### src/rtl/ame_det_arbiter.sv
// Round-robin front end sharing one determinant unit among REQ_NUM requesters.
// Tracks a 2-stage tag pipeline to route each completion back to its owner.
module ame_det_arbiter #(
  parameter int unsigned COMP_DATA_BITS = 64,
  parameter int unsigned REQ_NUM        = 4
) (
  input  logic                                          clk_i,
  input  logic                                          rst_i,
  input  logic [REQ_NUM-1:0]                            req_valid_i,
  input  logic [REQ_NUM-1:0][3:0][COMP_DATA_BITS-1:0]   req_data_i,
  output logic [REQ_NUM-1:0]                            req_ready_o,
  output logic [REQ_NUM-1:0]                            rsp_valid_o,
  output logic [REQ_NUM-1:0][COMP_DATA_BITS-1:0]        rsp_data_o,
  input  logic [REQ_NUM-1:0]                            rsp_ready_i,
  output logic                                          comp_init_o,
  output logic [3:0][COMP_DATA_BITS-1:0]                comp_data_o,
  input  logic                                          comp_done_i,
  input  logic [COMP_DATA_BITS-1:0]                     comp_data_i,
  output logic                                          err_o
);

  localparam int unsigned TAG_W = (REQ_NUM > 1) ? $clog2(REQ_NUM) : 1;

  if (REQ_NUM < 2 || REQ_NUM > 8) begin : g_bad_req_num
    $error("ame_det_arbiter: REQ_NUM must be in 2..8");
  end

  typedef enum logic [1:0] {
    ST_IDLE = 2'd0,
    ST_BUSY = 2'd1,
    ST_DONE = 2'd2
  } state_t;

  state_t                                   state_q [REQ_NUM];
  state_t                                   state_d [REQ_NUM];
  logic [TAG_W-1:0]                         ptr_q, ptr_d;
  logic                                     s1_vld_q, s2_vld_q;
  logic [TAG_W-1:0]                         s1_tag_q, s2_tag_q;
  logic                                     rst_dly_q;

  logic [REQ_NUM-1:0]                       eligible;
  logic                                     grant_vld;
  logic [TAG_W-1:0]                         grant_tag;
  logic [TAG_W:0]                           sum;
  logic [TAG_W-1:0]                         idx;

  logic                                     done_ok;
  logic                                     capture;
  logic                                     missing;
  logic                                     spurious;
  logic                                     err_d;
  logic                                     comp_init_d;
  logic [3:0][COMP_DATA_BITS-1:0]           comp_data_d;
  logic [REQ_NUM-1:0]                       rsp_valid_d;
  logic [REQ_NUM-1:0][COMP_DATA_BITS-1:0]   rsp_data_d;

  // Round-robin search starting at ptr_q; reset suppresses every grant.
  always_comb begin
    eligible    = '0;
    grant_vld   = 1'b0;
    grant_tag   = '0;
    sum         = '0;
    idx         = '0;
    req_ready_o = '0;
    for (int unsigned k = 0; k < REQ_NUM; k++) begin
      eligible[k] = req_valid_i[k] && (state_q[k] == ST_IDLE) && !rst_i;
    end
    for (int unsigned i = 0; i < REQ_NUM; i++) begin
      sum = {1'b0, ptr_q} + (TAG_W+1)'(i);
      if (sum >= (TAG_W+1)'(REQ_NUM)) begin
        sum = sum - (TAG_W+1)'(REQ_NUM);
      end
      idx = sum[TAG_W-1:0];
      if (!grant_vld && eligible[idx]) begin
        grant_vld = 1'b1;
        grant_tag = idx;
      end
    end
    if (grant_vld) begin
      req_ready_o[grant_tag] = 1'b1;
    end
  end

  always_comb begin
    ptr_d = ptr_q;
    if (grant_vld) begin
      ptr_d = (grant_tag == TAG_W'(REQ_NUM - 1)) ? '0 : grant_tag + TAG_W'(1);
    end
  end

  // Completion classification; the first cycle after reset ignores comp_done_i.
  always_comb begin
    done_ok  = comp_done_i && !rst_dly_q;
    capture  = s2_vld_q && comp_done_i;
    missing  = s2_vld_q && !comp_done_i;
    spurious = done_ok && !s2_vld_q;
    err_d    = err_o || missing || spurious;
  end

  always_comb begin
    comp_init_d = grant_vld;
    comp_data_d = '0;
    if (grant_vld) begin
      comp_data_d = req_data_i[grant_tag];
    end
  end

  // Per-requester IDLE/BUSY/DONE next state and result capture.
  always_comb begin
    for (int unsigned k = 0; k < REQ_NUM; k++) begin
      state_d[k] = state_q[k];
    end
    rsp_valid_d = '0;
    rsp_data_d  = rsp_data_o;
    for (int unsigned k = 0; k < REQ_NUM; k++) begin
      case (state_q[k])
        ST_IDLE: begin
          if (grant_vld && (grant_tag == TAG_W'(k))) begin
            state_d[k] = ST_BUSY;
          end
        end
        ST_BUSY: begin
          if (s2_vld_q && (s2_tag_q == TAG_W'(k))) begin
            state_d[k] = capture ? ST_DONE : ST_IDLE;
          end
        end
        ST_DONE: begin
          if (rsp_valid_o[k] && rsp_ready_i[k]) begin
            state_d[k] = ST_IDLE;
          end
        end
        default: state_d[k] = ST_IDLE;
      endcase
      rsp_valid_d[k] = (state_d[k] == ST_DONE);
      if (capture && (s2_tag_q == TAG_W'(k))) begin
        rsp_data_d[k] = comp_data_i;
      end
    end
  end

  always_ff @(posedge clk_i or posedge rst_i) begin
    if (rst_i) begin
      for (int unsigned k = 0; k < REQ_NUM; k++) begin
        state_q[k] <= ST_IDLE;
      end
      ptr_q       <= '0;
      s1_vld_q    <= 1'b0;
      s1_tag_q    <= '0;
      s2_vld_q    <= 1'b0;
      s2_tag_q    <= '0;
      rst_dly_q   <= 1'b1;
      rsp_valid_o <= '0;
      rsp_data_o  <= '0;
      comp_init_o <= 1'b0;
      comp_data_o <= '0;
      err_o       <= 1'b0;
    end else begin
      for (int unsigned k = 0; k < REQ_NUM; k++) begin
        state_q[k] <= state_d[k];
      end
      ptr_q       <= ptr_d;
      s1_vld_q    <= grant_vld;
      s1_tag_q    <= grant_tag;
      s2_vld_q    <= s1_vld_q;
      s2_tag_q    <= s1_tag_q;
      rst_dly_q   <= 1'b0;
      rsp_valid_o <= rsp_valid_d;
      rsp_data_o  <= rsp_data_d;
      comp_init_o <= comp_init_d;
      comp_data_o <= comp_data_d;
      err_o       <= err_d;
    end
  end

endmodule

### config.mk
export PLATFORM = sky130hd
export DESIGN_NAME = ame_det_arbiter
export DESIGN_NICKNAME = d
export VERILOG_FILES = /design/src/rtl/ame_det_arbiter.sv
export SDC_FILE = /design/constraint.sdc
export NUM_CORES = 1
export LEC_CHECK = 0
export CORE_AREA = 2 2 631 633
export CTS_CLUSTER_DIAMETER = 30
export DETAILED_ROUTE_END_ITERATION = 10
export DIE_AREA = 0 0 633 635
export SLEW_MARGIN = 10
export SYNTH_ARGS = -nofsm -noshare
export SYNTH_HDL_FRONTEND = slang
export SYNTH_SLANG_ARGS = --single-unit
### constraint.sdc
create_clock -name clk_i -period 27 [get_ports clk_i]
set_input_delay 8.1 -clock clk_i [delete_from_list [all_inputs] [get_ports clk_i]]
set_output_delay 8.1 -clock clk_i [all_outputs]
set_load 0.005 [all_outputs]
# After elaboration in Yosys (flattened, before gate mapping)
# Index checks and enable logic that the tools add are counted.
# op_classes
magnitude_cmp,10
muxes,44
eq_ne,18
add_sub_neg,8
reduce_logical,47
# ops
cell,n
256-bit binary-select mux with 2-bit select,1
256-bit 2-to-1 mux,2
2-bit 2-to-1 mux,22
1-bit logical AND,32
"2-bit equality test, second input constant",12
2-bit case mux with 3 select lines,4
"2-bit by 3-bit < comparator with 1-bit output, second input constant",5
"2-bit by 1-bit equality test with 1-bit output, second input constant",6
2-bit zero test,6
"3-bit >= comparator, second input constant",3
1-bit 2-to-1 mux,9
1-bit binary-select mux with 2-bit select,4
"2-bit by 1-bit subtractor with 2-bit output, second input constant",4
1-bit zero test,7
"2-bit by 2-bit adder with 3-bit output, second input constant",2
4-bit 2-to-1 mux,1
"2-bit by 1-bit adder with 3-bit output, second input constant",1
"2-bit by 3-bit >= comparator with 1-bit output, second input constant",1
"2-bit by 1-bit adder with 2-bit output, second input constant",1
1-bit demux with 2-bit select,1
"2-bit by 1-bit >= comparator with 1-bit output, second input constant",1
1-bit logical OR,2
# word_totals
reg_bits,534
output_inout_bits,522
wordCells,147
input_bits,1099

# Logic depth before layout (Yosys ltp)
# Gate-level depths: netlist of run 1.
# logic_depth
depth_word,20
ltp_mapped,9
ltp_nobuf,7

# Least setup slack after synthesis of run 1
# OpenSTA, ideal clock, no wires.
# synth_timing
kind,input port to output port
startpoint,input port rst_i
endpoint,output port req_ready_o[3]
t_arrival_ns,9.720
stages,7
setup_slack_ns,9.180
path_buffers,1
t_required_ns,18.900
path_cell_list,nor4b_2 a221oi_1 o21ai_1 clkbuf_1 inv_1 ha_1 and2_1
# synth_via
elab_chain_len,19
elab_cells_between_ends,33
classes_between,order compare: 2; mux: 19; reduce/logical: 12
# synth_rtl
element,line,rtl
"start, declared",8,"input logic rst_i,"
1-bit zero test (no line) (*),n/a,
1-bit logical AND,66,eligible[k] = req_valid_i[k] && (state_q[k] == ST_IDLE) && !rst_i;
1-bit binary-select mux with 2-bit select,74,if (!grant_vld && eligible[idx]) begin
1-bit 2-to-1 mux (implied by the code),74,
1-bit 2-to-1 mux,74,
1-bit zero test,74,
1-bit logical AND,74,
1-bit 2-to-1 mux,74,
[... 3 more ...],n/a,
1-bit zero test,74,
1-bit logical AND,74,
2-bit 2-to-1 mux,74,
2-bit by 3-bit < comparator with 1-bit output (implied by the code) / 2-bit by 1-bit >= comparator with 1-bit output (equally long branches),80,req_ready_o[grant_tag] = 1'b1;
1-bit logical AND (implied by the code),80,
1-bit 2-to-1 mux (implied by the code),80,
1-bit demux with 2-bit select,80,
4-bit 2-to-1 mux (*),79,if (grant_vld) begin
"end, declared",11,"output logic [REQ_NUM-1:0] req_ready_o,"
# Every way passes the cells marked *; elsewhere a longest branch is shown, timed or not. The select of a mux whose other input is x is not followed.

# Worst setup path after layout of run 1
# layout_timing
startpoint,input port rst_i
endpoint,output port req_ready_o[0]
# The elaborated chain is that of the path after synthesis.

==> results of run 1 <==
logic make-up (layout without fill, tap and decap cells):
kind of cell / count (synthesis) / in the layout
mux: 768 / 768
flops: 534 / 534
compound gates: 282 / 282
buf+inv: 152 / 2018
simple gates: 34 / 34
fa+ha+maj: 1 / 1
other cells: 1 / 93
power groups by stage:
stage	Clock, mW	Sequential, mW	Combinational, mW
floorplan	0	1.38	0.808
global placement	0	1.37	2.38
detailed placement	0	1.38	2.38
CTS	2.41	1.38	2.39
global route	2.46	1.41	2.44
finish	2.35	1.37	2.32
how the worst max path moves through the flow:
stage	end	cells past startpoint	startpoint	slack, ns
after CTS	req_ready_o[0]	8	rst_i	7.14
after global placement	req_ready_o[0]	8	rst_i	7.14
final	req_ready_o[0]	8	rst_i	7.21
after floorplan	comp_data_o[0]	1	rst_i	3.98
after global routing	req_ready_o[2]	8	rst_i	7.04
after detailed placement	req_ready_o[0]	8	rst_i	7.15
per-stage QoR:
step	hold slack, ns	instances	setup slack (ns)	utilization (%)
finish	0.343	8972	7.21	13.6
floorplan	0.331	1772	3.98	-
global route	0.345	8914	7.04	13.5
global placement	0.332	8526	7.14	11.8
detailed placement	0.340	8526	7.15	11.8
CTS	0.347	8880	7.14	13.5
state kept, by name (all words and copies together), names as in the netlist, 2 cells and up:
register     count
comp_data_o    256
rsp_data_o     256
state_q          8
rsp_valid_o      4
ptr_q            2
s1_tag_q         2
s2_tag_q         2
final cells by class:
cell class                 count  area [sq um]  share of cell area [%]
tap                         5242          6560                    12.2
timing repair buffer        1655         16500                    30.8
sequential                   534         13400                    25.0
inverter                       9          48.8                  0.0911
antenna                       92           230                   0.430
clock buffer                 264          5500                    10.3
multi-input combinational   1086         10000                    18.8
clock inverter                90          1300                    2.43
routing by layer:
layer	global-route usage, %	vias up
li1	-	10300
met3	8.24	845
met1	15.1	12500
met2	26.4	1778
met4	4.36	178
met5	0	-
synthesized netlist by cell type:
library cell / n
dfrtp_1: 533
mux2i_1: 512
o22ai_1: 258
mux2_2: 256
buf_2: 65
clkbuf_1: 57
buf_4: 10
nand2_1: 9
o21ai_0: 9
inv_1: 8
nor2_1: 7
a21oi_1: 6
buf_1: 6
buf_6: 5
nor4b_1: 4
nand2b_1: 3
or4b_1: 3
a221oi_1: 2
or3_1: 2
a211oi_2: 1
a41oi_1: 1
and2_1: 1
and3b_1: 1
conb_1: 1
dfstp_2: 1
ha_1: 1
inv_2: 1
nand4_1: 1
nand4b_1: 1
nor3b_1: 1
nor4b_2: 1
o21a_1: 1
o21ai_1: 1
o31ai_1: 1
o32ai_1: 1
o32ai_2: 1
worst max-delay path: stages:
cell	delay, ns
clkdlybuf4s50_1	0.64
nor4b_2	0.53
a221oi_1	0.23
o21ai_4	0.18
buf_4	0.61
nand2_4	0.60
nor2_1	0.26
clkdlybuf4s50_1	0.53
==> results.md, run 1 <==
* WL/cell at 34.9 um
* Synth unique cells at 36
* Number of fill cells at 44600
* Routed wire length at 313000 um
* Die X at 633 um
* I/O pin count at 1621
* Setup TNS at 0 ns
* Power per cell area at 113 nW/um^2
* Critical path launch point type: input pin
* Via-to-Cell Ratio at 2.85
* First-pass GRT wire length at 369000 um
* Commonest non-fill, non-tap cell in the layout: clkdlybuf4s50_1
* Clock share of power at 38.9%
* Crit share post-route at 73.3%
* Critical Path Sink Type: primary output
* Post-synthesis sequential area ratio at 55.5%
* Run status: complete, no violations
* CTS buffer count at 192
* Initial Util at 6.10%
* Post-Synth Simple-Gate Area at 0.867%
* Syn_area_per_cell at 13.6 sq um
* PortBufs at 1620
* Die Y at 635 um
* Vias at 25600
* Layout cells sized above 1 at 17.2%
* Reg power frac at 22.7%
* Post-synthesis mux area share at 33.2%
* Flops & latches, synth at 534
* Worst R2R End: comp_data_o[167]
* Post-CTS Setup Bufs at 0
* Clock sinks at 534
* First-pass detailed-route iteration total at 5
* Largest net degree at the start of global routing at 118
* Min-delay src: s1_tag_q[0]
* GRT Residual Overflow at 0
* Top sig layer: met5
* Gr usage total at 15.0%
* Final Cell Area at 53500 sq um
* Nets at 4578
* Core box area at 395000 sq um
* Slew @ Worst Pin at 1.07 ns
* Initial antenna violation count at 376
* Die ar. at 402000 sq um
* CP required at 18.90 ns
* Tmin final at 19.79 ns
* Placer Congestion at 1.01
* Area of the mapped netlist at 24100 sq um
* # resized after CTS at 0
* Most frequent cells in the layout: clkdlybuf4s50_1, dfrtp_1, mux2i_1
* Number of max-cap violations at 0
* Dpl cell area at 46500 sq um
* Clock latency on the worst-skew pair at 0.89 ns
* Clk_skew at 0.101 ns
* Pint at 4.04 mW
* Clk root buf: clkbuf_16
* Fin. max-slew vios at 0
* Synth top area share at 55.4%
* Hold-fix buffers at CTS at 0
* Leading area contributor after synthesis: dfrtp_1
* Post-Synth Adder-Cell Area at 0.0519%
* Metal-1 WL at 106000 um
* WL met3 at 40000 um
* Sw Ratio at 33.2%
* Crit Reg-Reg Startpoint: state_q[3]
* Yosys warns at 0
* CP max FO at 45
* CTS tree: built
* Logic pwr share at 38.3%
* Crit path arrival time at 11.69 ns
* F_max at 0.0505 GHz
* Drc violations at 0
* Clock Pin Slew Worst Setup and Hold Paths at 0.04 ns
* Row cnt at 231
* Routed Antenna Nets at 0
* Leakage Power at 20.3 nW
* Critical path class: input pin to primary output
* Post-synthesis xor/xnor area fraction at 0%
* Post-Syn Nets at 2872
* NetSw at 2.01 mW
* Worst hold path endpoint: s2_tag_q[0]
* Worst R2R Setup Slack at 20.99 ns
* Clk buf depth at 4
* Depth of the CTS H-tree at 4
* Final Power at 6.04 mW
* Synth top area cells: dfrtp_1, mux2i_1, mux2_2
* Slew headroom at 26.7%
* Hold depth at 0
* Final setup violating endpoints at 0
* Peak supply drop at 55.3 uV
* R2r worst-path depth at 10
* Cell count after synthesis at 1772
* Final Hold Fails at 0
* Wire length on met2 at 154000 um
* Combinational family with the most area after synthesis: multiplexers
* Vias in the first global route at 25300
* Hpwl dp at 276000 um
* RSZ-0062 raised after global routing: no
* Worst min-delay path class: flip-flop to flip-flop
* Layout area overhead at 122%
* Initial DRC count at 1612
* Compound-Gate Fraction of Synth Area at 7.36%
No activity file was read; power rests on OpenSTA's default activity.
==> run 2: changes to the inputs <==
==> constraint.sdc (replaced) <==
create_clock -name clk_i -period 18.9 [get_ports clk_i]
set_input_delay 5.67 -clock clk_i [delete_from_list [all_inputs] [get_ports clk_i]]
set_output_delay 5.67 -clock clk_i [all_outputs]
set_load 0.005 [all_outputs]
==> run 2 against run 1 <==
Design area fell by 0.44%. Worst hold slack better by 0.0048 ns. Critical path depth decreased by 1. Utilization is 0.059 points lower. Sequential cell count is the same. Total power rose by 41%. Combinational power is 45% higher. Routed wire length increased by 2.0%. Via count rose by 0.97%. Clock-buffer cell count fell by 23. Critical path type unchanged. Largest power group is now combinational logic.
==> results.md, run 2 (same netlist as run 1, synthesis figures left out) <==
* PortBufs at 1620 (unchanged)
* Tmin final at 14.66 ns
* Final std cells w/o fill at 8971 (was 8972)
* Min-delay src: s1_tag_q[1] (was s1_tag_q[0])
* CTS buffer count at 191 (was 192)
* Routed wire length at 319000 um (was 313000 um)
* Post-CTS Setup Bufs at 0 (unchanged)
* Vias at 25900 (was 25600)
* Gr usage total at 15.4% (was 15.0%)
* Crit path buf inv count at 2 (was 3)
* Power per cell area at 160 nW/um^2 (was 113 nW/um^2)
* Final Power at 8.55 mW (was 6.04 mW)
* First-pass GRT wire length at 376000 um (was 369000 um)
* Initial Util at 6.10% (unchanged)
* Slew @ Worst Pin at 1.14 ns (was 1.07 ns)
* Dpl cell area at 46500 sq um (about the same)
* Cell family with most CP delay: simple AND/OR/NAND/NOR gates (was buffers and inverters)
* Worst min-delay path class: flip-flop to flip-flop (unchanged)
* Worst setup margin at 4.24 ns (was 7.21 ns)
* Clock sinks at 534 (unchanged)
* Critical path launch point type: input pin (unchanged)
* Placer Congestion at 1.02 (was 1.01)
* Logic pwr share at 39.3% (was 38.3%)
* Worst path max stage delay at 0.62 ns (was 0.64 ns)
* Placed insts at 8528 (was 8526)
* Layout cells sized above 1 at 17.0% (was 17.2%)
* Crit path arrival time at 8.99 ns (was 11.69 ns)
* Drc violations at 0 (unchanged)
* Final Cell Area at 53300 sq um (was 53500 sq um)
* Most common cell on crit path: clkdlybuf4s50_1 (unchanged)
* WL/cell at 35.6 um (was 34.9 um)
* Worst hold slack at 0.347 ns (was 0.343 ns)
* Setup TNS at 0 ns (unchanged)
* Worst hold path endpoint: s2_tag_q[1] (was s2_tag_q[0])
* Clock share of power at 37.9% (was 38.9%)
* CTS tree: built (unchanged)
* Depth of the CTS H-tree at 4 (unchanged)
* Initial antenna violation count at 401 (was 376)
* Pint at 5.65 mW (was 4.04 mW)
* Sw Ratio at 33.9% (was 33.2%)
* # resized after CTS at 0 (unchanged)
* CP required at 13.23 ns (was 18.90 ns)
* Worst R2R End: comp_data_o[191] (was comp_data_o[167])
* Clock Pin Slew Worst Setup and Hold Paths at 0.04 ns (about the same)
* Commonest non-fill, non-tap cell in the layout: clkdlybuf4s50_1 (unchanged)
* Largest net degree at the start of global routing at 119 (was 118)
* Worst R2R Setup Slack at 13.14 ns (was 20.99 ns)
* Critical path class: input pin to primary output (unchanged)
* Die Y at 635 um (unchanged)
* CP max-delay cell: o21ai_4 (was clkdlybuf4s50_1)
* Clk buf depth at 4 (unchanged)
* Run status: complete, no violations (unchanged)
* Most frequent cells in the layout: clkdlybuf4s50_1, dfrtp_1, mux2i_1 (unchanged)
* First-pass detailed-route iteration total at 6 (was 5)
* Crit share post-route at 77.5%
* Final setup violating endpoints at 0 (unchanged)
* R2r worst-path depth at 10 (unchanged)
* Initial DRC count at 1843 (was 1612)
* CP max FO at 33 (was 45)
* RSZ-0062 raised after global routing: no (unchanged)
* Number of max-cap violations at 0 (unchanged)
* Clk_skew at 0.0887 ns (was 0.101 ns)
* Largest registers: comp_data_o: 256 flops, rsp_data_o: 256 flops, state_q: 8 flops (unchanged)
* Hold depth at 0 (unchanged)
* NetSw at 2.90 mW (was 2.01 mW)
* Hpwl dp at 282000 um (was 276000 um)
* Layout area overhead at 121% (was 122%)
* Fin util at 13.5% (was 13.6%)
* Worst Setup SP: rst_i (unchanged)
* Vias in the first global route at 25200 (was 25300)
* Hold-fix buffers at CTS at 0 (unchanged)
* Leakage Power at 20.1 nW (was 20.3 nW)
* Via-to-Cell Ratio at 2.88 (was 2.85)
* Multi-input logic area at 10000 sq um (unchanged)
* F_max at 0.0682 GHz
* Fin. max-slew vios at 0 (unchanged)
* Critical Path Sink Type: primary output (unchanged)
* Clk root buf: clkbuf_16 (unchanged)
* Final Hold Fails at 0 (unchanged)
* Nets at 4579 (was 4578)
* Peak supply drop at 83.8 uV (was 55.3 uV)
* Core box area at 395000 sq um (unchanged)
* Reg power frac at 22.7% (about the same)
* Crit path cell chain: clkdlybuf4s50_1 > nor4b_1 > a221oi_1 > o21ai_4 > nand2_4 > nor2_1 > clkdlybuf4s50_1 (was clkdlybuf4s50_1 > nor4b_2 > a221oi_1 > o21ai_4 > buf_4 > nand2_4 > nor2_1 > clkdlybuf4s50_1)
* Die X at 633 um (unchanged)
* Crit Reg-Reg Startpoint: state_q[3] (unchanged)
* Clock latency on the worst-skew pair at 0.87 ns (was 0.89 ns)
* Pre-CTS setup slack at 4.38 ns (was 7.15 ns)
* Die ar. at 402000 sq um (unchanged)
* Row cnt at 231 (unchanged)
* Routed Antenna Nets at 0 (unchanged)
* Register Area at 13400 sq um (unchanged)
* I/O pin count at 1621 (unchanged)
* Slew headroom at 21.8% (was 26.7%)
* Number of fill cells at 44600 (about the same)
* GRT Residual Overflow at 0 (unchanged)
## run 2: worst reg2reg max path: cells and delay by family, from the launching register on
family / cells / cell delay (ns)
flops: 1 / 0.41
mux: 1 / 0.75
simple gates: 1 / 0.59
compound gates: 3 / 0.54
buf+inv: 5 / 3.31
## run 2: area by class of cell
type | instances | share of cell area [%]
repair buffers | 1657 | 31.0
flip-flops and latches | 534 | 25.1
multi-input cells | 1086 | 18.8
well taps | 5242 | 12.3
clock buffers | 241 | 9.69
clock inverters | 104 | 2.57
diodes | 98 | 0.460
inverters | 9 | 0.0845
## run 2: power by group through the flow
stage          combinational, mW  clock (mW)  sequential, mW
3_3_place_gp                3.44           0            1.94
6_report                    3.36        3.24            1.94
5_1_grt                     3.54        3.39            2.01
3_5_place_dp                3.44           0            1.95
4_1_cts                     3.46        3.32            1.94
2_1_floorplan               1.15           0            1.97
## run 2: metal layers
layer | vias up | share of wire (%) | wire [um] | GRT usage, %
li1 | 10300 | - | - | -
met1 | 12500 | 33 | 107000 | 15.4
met2 | 1916 | 49 | 156000 | 26.9
met3 | 896 | 14 | 43700 | 8.99
met4 | 206 | 3.6 | 11600 | 4.01
met5 | - | 0.43 | 1360 | 0
## run 2: worst max-delay path by stage
stage | to | slack [ns] | cells past startpoint
after detailed placement | req_ready_o[2] | 4.38 | 7
after global placement | req_ready_o[2] | 4.36 | 7
after CTS | req_ready_o[2] | 4.38 | 7
after global routing | req_ready_o[2] | 4.19 | 7
final | req_ready_o[2] | 4.24 | 7
after floorplan | req_ready_o[3] | 5.94 | 7
==> RTL edit: new RTL, flow settings as in run 2 <==
`REQ_NUM`: 4 -> 2.
--- a/src/rtl/ame_det_arbiter.sv
+++ b/src/rtl/ame_det_arbiter.sv
@@ -2,7 +2,7 @@
 // Tracks a 2-stage tag pipeline to route each completion back to its owner.
 module ame_det_arbiter #(
   parameter int unsigned COMP_DATA_BITS = 64,
-  parameter int unsigned REQ_NUM        = 4
+  parameter int unsigned REQ_NUM        = 2
 ) (
   input  logic                                          clk_i,
   input  logic                                          rst_i,
Ports: changed (6 resized); port bits go from 1621 to 973. No check against the original RTL was run, so the function may have changed too.
==> RTL edit against run 2 <==
Critical path depth fell by 3. Wire length decreased by 53%. Register-to-register slack improved by 1.1 ns. Worst setup slack better by 1.4 ns. Synthesized cell count shrank 16%. Clock skew shrank 0.0032 ns. Via count fell by 34%. Sequential cell count down 137. Total power down 46%. Worst hold slack improved by 0.0010 ns. Final area decreased by 30%. Highest routed layer unchanged. Largest power group is now clock. Area after synthesis fell by 28%.
==> RTL edit: results (changes against run 2) <==
## Status
- outcome: complete, no violations, unchanged

## Detailed routing
- final routed wire length divided by cell count: 19.4 um, was 35.6 um
- via density per instance: 2.19, was 2.88
- met1 layer wirelength in the final routing: 47,300 um, was 107,000 um
- overall routed net length: 151,000 um, was 319,000 um
- Iter 0 DRT Violations: 1,009, was 1,843
- routed length on met2: 73,000 um, was 156,000 um
- met3 wire len: 23,000 um, was 43,700 um

## Global routing
- initial antenna violation count: 130, was 401
- via count of the first global-routing pass: 17,024, was 25,224
- global-route wire length before repair: 187,000 um, was 376,000 um
- pin count of the biggest net entering global routing: 103, was 119
- aggregate global-route resource usage: 7.26%, was 15.4%

## STA
- maximum clock skew at final layout: 0.0855 ns, was 0.0887 ns
- Rel. slew slack: 29.5%, was 21.8%

## Setup path
- maximum fanout encountered on the critical timing path: 28, was 33

## Synthesis
- sequential element share of the synthesized area: 57.0%, was 55.5%
- post-synthesis cell type count: 27, was 36
- nets in the synthesized netlist: 2,068, was 2,872

## Finish
- layout filler cell count: 45,647, was 44,556
- Top Registers: comp_data_o x256, rsp_data_o x128, state_q x4, was comp_data_o x256, rsp_data_o x256, state_q x8
- net count of the finished layout: 3,025, was 4,579

## Placed design
- RePlAce Congestion: 0.812, was 1.02
- Port Buf Inserts: 972, was 1,620
- HPWL after detailed placement: 128,000 um, was 282,000 um

## Clocking
- # H-tree levels: 3, was 4

## Pwr
- worst vdd rail ir drop: 0.000123 V, was 0.0000838 V

## RTL edit: logic make-up after synthesis
kind of cell | count (synthesis) | share of synthesized area (%)
AOI/OAI and AO/OA | 266 | 7.68
buffers and inverters | 160 | 5.05
DFF | 397 | 57.0
muxes | 128 | 8.27
other | 1 | 0.0215
and+or+nand+nor | 533 | 22.0
## RTL edit: path summary, 6_finish.rpt
| path | end | cells after the start | slack (ns) | from |
|---|---|---|---|---|
| min in group asynchronous | comp_data_o[199]$_DFF_PP0_ | 2 | 5.15 | rst_i |
| min | s2_tag_q$_DFF_PP0_ | 0 | 0.35 | s1_tag_q$_DFF_PP0_ |
| max in group asynchronous | comp_data_o[61]$_DFF_PP0_ | 6 | 10.67 | rst_i |
| max | req_ready_o[1] | 4 | 5.61 | req_valid_i[0] |
| max reg2reg | comp_data_o[67]$_DFF_PP0_ | 7 | 14.25 | ptr_q$_DFFE_PP0P_ |
| min reg2reg | s2_tag_q$_DFF_PP0_ | 0 | 0.35 | s1_tag_q$_DFF_PP0_ |
## RTL edit: metrics by stage
step	instance area [um2]	setup WS, ns	power, mW
after floorplan	17400	0.596	1.73
after global placement	33200	5.61	2.59
after detailed placement	33200	5.59	2.59
after CTS	37200	5.58	4.68
after global routing	37200	5.47	4.81
final	37300	5.61	4.60
## RTL edit: power groups by stage
stage | Clock [mW] | Sequential (mW) | Combinational [mW]
after floorplan | 0 | 1.19 | 0.541
after global placement | 0 | 1.18 | 1.40
after detailed placement | 0 | 1.19 | 1.40
after CTS | 2.10 | 1.18 | 1.41
after global routing | 2.14 | 1.20 | 1.46
final | 2.04 | 1.18 | 1.38
## RTL edit: routing by layer
metal	GRT usage, %	up-vias
met1	6.60	8312
li1	-	7302
met3	5.09	434
met5	0	-
met2	12.5	932
met4	2.88	110
## RTL edit: final cells by class
cell class | instances | share of cell area (%)
diodes | 37 | 0.249
clock buffers | 137 | 8.12
clock inverters | 65 | 2.61
inverters | 2 | 0.0302
multi-input cells | 928 | 17.9
flip-flops and latches | 397 | 26.7
well taps | 5242 | 17.6
repair buffers | 1002 | 26.8
## RTL edit: critical path: stages
cell and delay [ns]:
sky130_fd_sc_hd__clkdlybuf4s50_1 0.47, sky130_fd_sc_hd__or4b_4 0.71, sky130_fd_sc_hd__and3_1 0.31, sky130_fd_sc_hd__clkdlybuf4s50_1 0.46
